**src/rtl/mul_div_ctrl.sv**
```systemverilog
// Multi-cycle unsigned multiply / restoring divide sequencer owning the HI/LO result registers.
// A run takes WIDTH cycles with busy high, then done pulses for one cycle as HI/LO become valid.
module mul_div_ctrl #(
   parameter int unsigned WIDTH = 16
) (
   input  logic             clk,
   input  logic             rst,
   input  logic             start,
   input  logic             op,
   input  logic [WIDTH-1:0] opA,
   input  logic [WIDTH-1:0] opB,
   output logic             busy,
   output logic             done,
   output logic [WIDTH-1:0] hi,
   output logic [WIDTH-1:0] lo,
   output logic             div_by_zero
);

   localparam int unsigned CW = (WIDTH > 1) ? $clog2(WIDTH) : 1;

   localparam logic [1:0] S_IDLE = 2'd0;
   localparam logic [1:0] S_RUN  = 2'd1;
   localparam logic [1:0] S_DONE = 2'd2;

   logic [1:0]         state;
   logic [CW-1:0]      count;
   logic               op_r;
   logic [WIDTH-1:0]   b_r;
   logic [2*WIDTH-1:0] p_r;
   logic [WIDTH-1:0]   r_r;
   logic [WIDTH-1:0]   q_r;

   logic               accept;
   logic               last;
   logic [WIDTH:0]     mul_sum;
   logic [2*WIDTH-1:0] p_next;
   logic [WIDTH:0]     r_shift;
   logic               r_ge;
   logic [WIDTH-1:0]   r_next;
   logic [WIDTH-1:0]   q_next;

   assign accept = start && ((state == S_IDLE) || (state == S_DONE));
   assign last   = (count == CW'(WIDTH - 1));
   assign busy   = (state == S_RUN);
   assign done   = (state == S_DONE);

   // The partial remainder is held in WIDTH bits: after each restore step it is below the
   // divisor, so the extra bit only exists transiently in r_shift for the compare.
   always_comb begin
      mul_sum = {1'b0, p_r[2*WIDTH-1:WIDTH]} + (p_r[0] ? {1'b0, b_r} : '0);
      p_next  = {mul_sum, p_r[WIDTH-1:1]};
      r_shift = {r_r, q_r[WIDTH-1]};
      r_ge    = (r_shift >= {1'b0, b_r});
      r_next  = r_ge ? (r_shift[WIDTH-1:0] - b_r) : r_shift[WIDTH-1:0];
      q_next  = {q_r[WIDTH-2:0], r_ge};
   end

   always_ff @(posedge clk or negedge rst) begin
      if (!rst) begin
         state       <= S_IDLE;
         count       <= '0;
         op_r        <= 1'b0;
         b_r         <= '0;
         p_r         <= '0;
         r_r         <= '0;
         q_r         <= '0;
         hi          <= '0;
         lo          <= '0;
         div_by_zero <= 1'b0;
      end else begin
         case (state)
            S_RUN: begin
               count <= count + 1'b1;
               if (op_r) begin
                  r_r <= r_next;
                  q_r <= q_next;
               end else begin
                  p_r <= p_next;
               end
               if (last) begin
                  state <= S_DONE;
                  if (op_r) begin
                     hi <= r_next;
                     lo <= q_next;
                  end else begin
                     hi <= p_next[2*WIDTH-1:WIDTH];
                     lo <= p_next[WIDTH-1:0];
                  end
               end
            end
            default: begin
               if (accept) begin
                  op_r  <= op;
                  b_r   <= opB;
                  p_r   <= {{WIDTH{1'b0}}, opA};
                  r_r   <= '0;
                  q_r   <= opA;
                  count <= '0;
                  if (op && (opB == '0)) begin
                     state       <= S_DONE;
                     hi          <= opA;
                     lo          <= '1;
                     div_by_zero <= 1'b1;
                  end else begin
                     state       <= S_RUN;
                     div_by_zero <= 1'b0;
                  end
               end else begin
                  state <= S_IDLE;
               end
            end
         endcase
      end
   end

endmodule

```
**config.mk**
```make
export PLATFORM = sky130hd
export DESIGN_NAME = mul_div_ctrl
export DESIGN_NICKNAME = d
export VERILOG_FILES = /design/src/rtl/mul_div_ctrl.sv
export SDC_FILE = /design/constraint.sdc
export NUM_CORES = 1
export LEC_CHECK = 0
export BUFFER_PORTS_ARGS = -buffer_cell sky130_fd_sc_hd__clkbuf_2
export CAP_MARGIN = 0
export CORE_ASPECT_RATIO = 0.8
export CORE_MARGIN = 5
export CORE_UTILIZATION = 55
export DETAILED_ROUTE_END_ITERATION = 6
export PLACE_DENSITY = 0.83
export SLEW_MARGIN = 15
export SYNTH_ARGS = -nofsm -noshare
export SYNTH_HDL_FRONTEND = slang
export SYNTH_SLANG_ARGS = --single-unit
export TNS_END_PERCENT = 20
```
**constraint.sdc**
```tcl
create_clock -name clk -period 3.1 [get_ports clk]
set_input_delay 0.62 -clock clk [delete_from_list [all_inputs] [get_ports clk]]
set_output_delay 0.62 -clock clk [all_outputs]
set_load 0.02 [all_outputs]
```
# --- Yosys cells after proc, flatten, opt, wreduce, memory -nomap -nowiden ---
# Cells that the tools add are included.
totals:
  regBits: 120
  in_bits: 36
  output_inout_bits: 35
  wordCells: 60
classes:
  addsub: 3
  magnitude_cmp: 1
  eq_ne: 6
  mux: 28
  n_bitwise: 1
  n_reduce_logical: 11
op_table:
  columns: ["cell", "count"]
  rows:
  - ["two-way mux 16 bit", 18]
  - ["two-way mux 32 bit", 3]
  - ["adder 16 x 16 -> 17 bit", 1]
  - [">= comparator 17 x 16 -> 1 bit", 1]
  - ["logical NOT 16 bit", 1]
  - ["subtractor 16 bit", 1]
  - ["two-way mux 2 bit", 4]
  - ["two-way mux 4 bit", 2]
  - ["AND reduction 2 bit", 3]
  - ["adder 4 x 1 -> 4 bit (second input constant)", 1]
  - ["equality test 4 bit (second input constant)", 1]
  - ["inequality test 2 x 1 -> 1 bit (second input constant)", 2]
  - ["nonzero test 2 bit", 2]
  - ["AND reduction 3 bit", 1]
  - ["equality test 2 x 1 -> 1 bit (second input constant)", 1]
  - ["equality test 2 bit (second input constant)", 1]
  - ["logical AND 1 bit", 2]
  - ["logical NOT 2 bit", 1]
  - ["inequality test 2 bit (second input constant)", 1]
  - ["logical OR 1 bit", 1]
  - ["two-way mux 1 bit", 1]
  - ["NOT 1 bit", 1]

# --- Depth between registers and ports, before layout ---
depth:
  ltp_word: 5
  ltp_mapped: 13
  mapped_depth_nobuf: 12

# --- Least setup slack after synthesis ---
# No wires, ideal clock.
synth_path:
  kind: "reg-to-reg"
  start: "register p_r[0]"
  end: "register hi[11]"
  setup_time_ps: 124
  t_arrival_ps: 2646
  t_required_ps: 2976
  path_slack_ps: 330
  stages_incl_launch_ff: 13
  n_path_buf: 1
  synth_period_minus_slack_ps: 2770
  path_cell_list: "dfrtp_1 clkbuf_1 and2_1 ha_1 inv_1 fa_1 nor2b_1 o31ai_2 a221oi_1 o31a_1 nor3_1 or2_2 o31a_1"
synth_via:
  elab_chain_cells: 5
synth_lines:
  columns: ["item", "line", "rtl"]
  rows:
  - ["start, declared", "29", "logic [2*WIDTH-1:0] p_r;"]
  - ["start signal, assigned", "78", "p_r <= p_next;"]
  - ["start signal, assigned", "95", "p_r <= {{WIDTH{1'b0}}, opA};"]
  - ["two-way mux 16 bit", "50", "mul_sum = {1'b0, p_r[2*WIDTH-1:WIDTH]} + (p_r[0] ? {1'b0, b_r} : '0);"]
  - ["adder 16 x 16 -> 17 bit", "50", null]
  - ["two-way mux 16 bit", "82", "if (op_r) begin"]
  - ["two-way mux 16 bit", "80", "if (last) begin"]
  - ["two-way mux 16 bit", "71", "case (state)"]
  - ["end signal, assigned", "83", "hi <= r_next;"]
  - ["end signal, assigned", "86", "hi <= p_next[2*WIDTH-1:WIDTH];"]
  - ["end signal, assigned", "101", "hi <= opA;"]
  - ["end, declared", "14", "output logic [WIDTH-1:0] hi,"]
# No other way between the ends. The select of a mux whose other input is x is not followed.
# A chain may end at the register's enable or synchronous reset.

# --- Worst setup path in the final report ---
layout_path:
  start: "register p_r[0]"
  end: "register hi[15]"
# Same word-level chain as after synthesis.

==> metrics.md <==
| Metric | Value |
|---|---|
| Antenna viol nets, final | 0 |
| Post-synth top flop | dfrtp_1 |
| TritonCTS clock tree | yes |
| Port Buf Inserts | 70 |
| Initial Util | 0.5570 |
| Async set-reset flop share out of synthesis | 1.000 |
| Yosys top cell by area | dfrtp_1 |
| Rows | 36 |
| Global route overflow | 0 |
| Share of layout cells above drive strength 1 | 0.1697 |
| Required time of the critical path | 3400 ps |
| Xor/xnor cell area share of the yosys netlist | 0.02466 |
| H-tree Lvls | 4 |
| Crit-path leading delay family | compound AO/OA/AOI/OAI gates |
| Wire length of the first global-routing pass | between 20000 and 30000 um |
| Final core utilization | 0.6581 |
| Post-CTS setup buffers | 0 |
| CP cell instances | and2_1 -> ha_1 -> o21a_1 -> o21ai_0 -> a221oi_2 -> o31ai_1 -> o21bai_1 -> a21oi_1 -> nor2_1 -> o32a_1 |
| Startpoint types | register |
| Largest net degree at the start of global routing | 53 |
| # clock sinks | 120 |
| MaxCap Viol Count | 0 |
| Slowest cell delay on critical path | about 450 ps |
| Final hold viol count | 0 |
| # DRC | 0 |
| Leak Pwr | 0.003866 uW |
| WP buf/inv | 0 |
| Final Cycle Share | 0.9471 |
| Sequential area share after synthesis | 0.4449 |
| Nets@finish | between 800 and 900 |
| Clk slew on worst S/H paths | 60 ps |
| Reg2Reg Setup Slack | around 160 ps |
| RSZ-0062 raised after global routing | no |
| Syn Nets | a little over 800 |
| Count of flip-flops with a built-in enable after synthesis | 0 |
| Root Buffer | clkbuf_16 |
| Ys Warns | 0 |
| FMAX | 340.6 MHz |
| Largest family of logic cells by synthesized area | compound AO/OA/AOI/OAI gates |
| Wirelength per Cell | between 15 and 20 um |
| Total number of vias | 5930 |
| 1st-pass router iterations | 5 |
| Crit. End Element | register |
| Register bit total from synthesis | 120 |
| Vias in the first global route | about 5700 |
| Tmin final | 2936 ps |
| Worst Path Max Fanout | 9 |
| # IOs | a little over 70 |
| Mux contribution to synthesized area | 0.01817 |
| Hold Path Class | in -> async |
| VDD IR max | roughly 0.00063 V |
| Commonest non-fill, non-tap cells in the layout | 119 x dfrtp_1, 99 x nand2_1, 72 x o21ai_0 |
| Clock Latency Late Sink | approximately 420 ps |
| Relative slew slack | 0.2952 |
| Final setup TNS | 0 ps |
| Critical Path AT | around 3200 ps |
| Gr usage total | 0.2540 |
| Synth unique cells | 63 |
| Routed Wire Length | 18170 um |
| Die X | about 130 um |
| Clock Path Buffers | 2 |
| Worst path slowest cell | dfrtp_2 |
| Compound-Gate Fraction of Synth Area | 0.2227 |
| Worst reg2reg path depth | 10 |
| Clock Skew | a little under 10 ps |
| Adder-cell share of the synthesized area | 0.06711 |
| Max-slew violations | 0 |
| Die height | around 110 um |
| Die area | about 0.015 mm^2 |
| Syn Area/Cell | just under 9 um^2 |
| Area Overhead vs Synth | 18.15% |
| Min Hold Slack | between 200 and 250 ps |
| Initial antenna violation count | 0 |
| TritonCTS buffer count | 17 |
| Placer Congestion | 0.9251 |
| Worst slew pin tran | approximately 1100 ps |
| Status | finished clean |
| Vias per cell | roughly 6 |
| Starting DRT DRC Count | about 560 |
| Post-synth top area share | 0.4449 |
| Most common cell after layout, fill and taps aside | dfrtp_1 |
| Cell Area, Synth | 0.006749 mm^2 |
| Synth area leaders | dfrtp_1 44%, ha_1 6.1%, nand2_1 5.5% |
| Post-synthesis cell count | 755 |
| Reg2Reg Launch Point | p_r[0] |
| ANT cells | 0 |
| Pwr Total | slightly above 10000 uW |
| Post-DP HPWL | about 13000 um |
| CP Class | reg -> reg |
| # setup viols final | 0 |
| Total power divided by cell area | 1272 mW/mm^2 |
| Reg2reg end | hi[15] |
| Area of the core | approximately 0.012 mm^2 |
| Post-Synth Simple-Gate Area | 0.1822 |
## kinds of logic (layout without fill, tap and decap cells)
kind of cell	count (synthesis)	in the layout
XOR/XNOR	19	19
multiplexers	12	12
buffers and inverters	67	149
flip-flops	120	120
adder cells (fa/ha/maj)	35	35
AND/OR/NAND/NOR	258	258
AO/OA/AOI/OAI	244	244
## layout make-up
type	instances	area, um^2
clock buffers	19	452.9
clock inverters	13	193.9
fillers	930	4143
inverters	29	108.9
multi-input cells	568	3498
flip-flops and latches	120	3004
well taps	152	190.2
repair buffers	88	525.5
## how the worst max path moves through the flow
stage,startpoint,endpoint,slack (ps),cells past startpoint
2_1_floorplan,p_r[0],hi[11],330,12
3_3_place_gp,p_r[0],hi[9],160,13
3_5_place_dp,opB[12],hi[12],20,10
4_1_cts,p_r[0],hi[9],20,13
5_1_grt,p_r[0],hi[9],30,13
6_report,p_r[0],hi[15],160,10
## layer usage
metal,wire length [um],up-vias,global-route usage
met5,0,-,0
met2,8024,253,0.3825
met1,8275,2815,0.3574
met4,650,0,0.1197
li1,-,2809,-
met3,1218,53,0.04797
## synthesized netlist by cell type, types with 4 or more instances
cell type    n
a211oi_1     5
a21o_1      28
a21oi_1     68
a22o_1       6
a31oi_1      5
and2_1      35
buf_1        7
buf_2        4
clkbuf_1    24
dfrtp_1    120
ha_1        33
inv_1       28
mux2i_1     10
nand2_1     99
nand2b_1     6
nand3_1     11
nand4_1      4
nor2_1      60
nor2b_1      6
nor3_1      11
o21a_1       6
o21ai_0     72
o22ai_1     18
o31a_1       4
or2_2        4
or3_1        5
xnor2_1      9
xor2_1      10
## flip-flops by register name, summed over array words and instances (netlist names), 2 cells and up
signal / count
q_r: 16
r_r: 16
hi: 16
p_r: 32
count: 4
lo: 16
b_r: 16
state: 2
## where the power goes
group / switching (uW) / total [uW] / internal, uW / leakage [uW]
clock: 766 / 2160 / 1400 / 0.000302
combinational: 3200 / 5230 / 2030 / 0.00204
sequential: 504 / 2750 / 2250 / 0.00152
## per-stage QoR
stage / setup slack [ps] / std cells / instance area, um^2
3_3_place_gp: 158.9 / 957 / 7310
2_1_floorplan: 330.1 / 755 / 6749
5_1_grt: 28.06 / 989 / 7974
3_5_place_dp: 24.33 / 957 / 7310
4_1_cts: 18.71 / 989 / 7956
6_report: 163.9 / 989 / 7974
## what timing repair did
action	CTS	global route
resized for setup	0	5
endpoints found under the setup margin	0	6
hold buffers	0	0
Power figures use the tool's default switching activity.
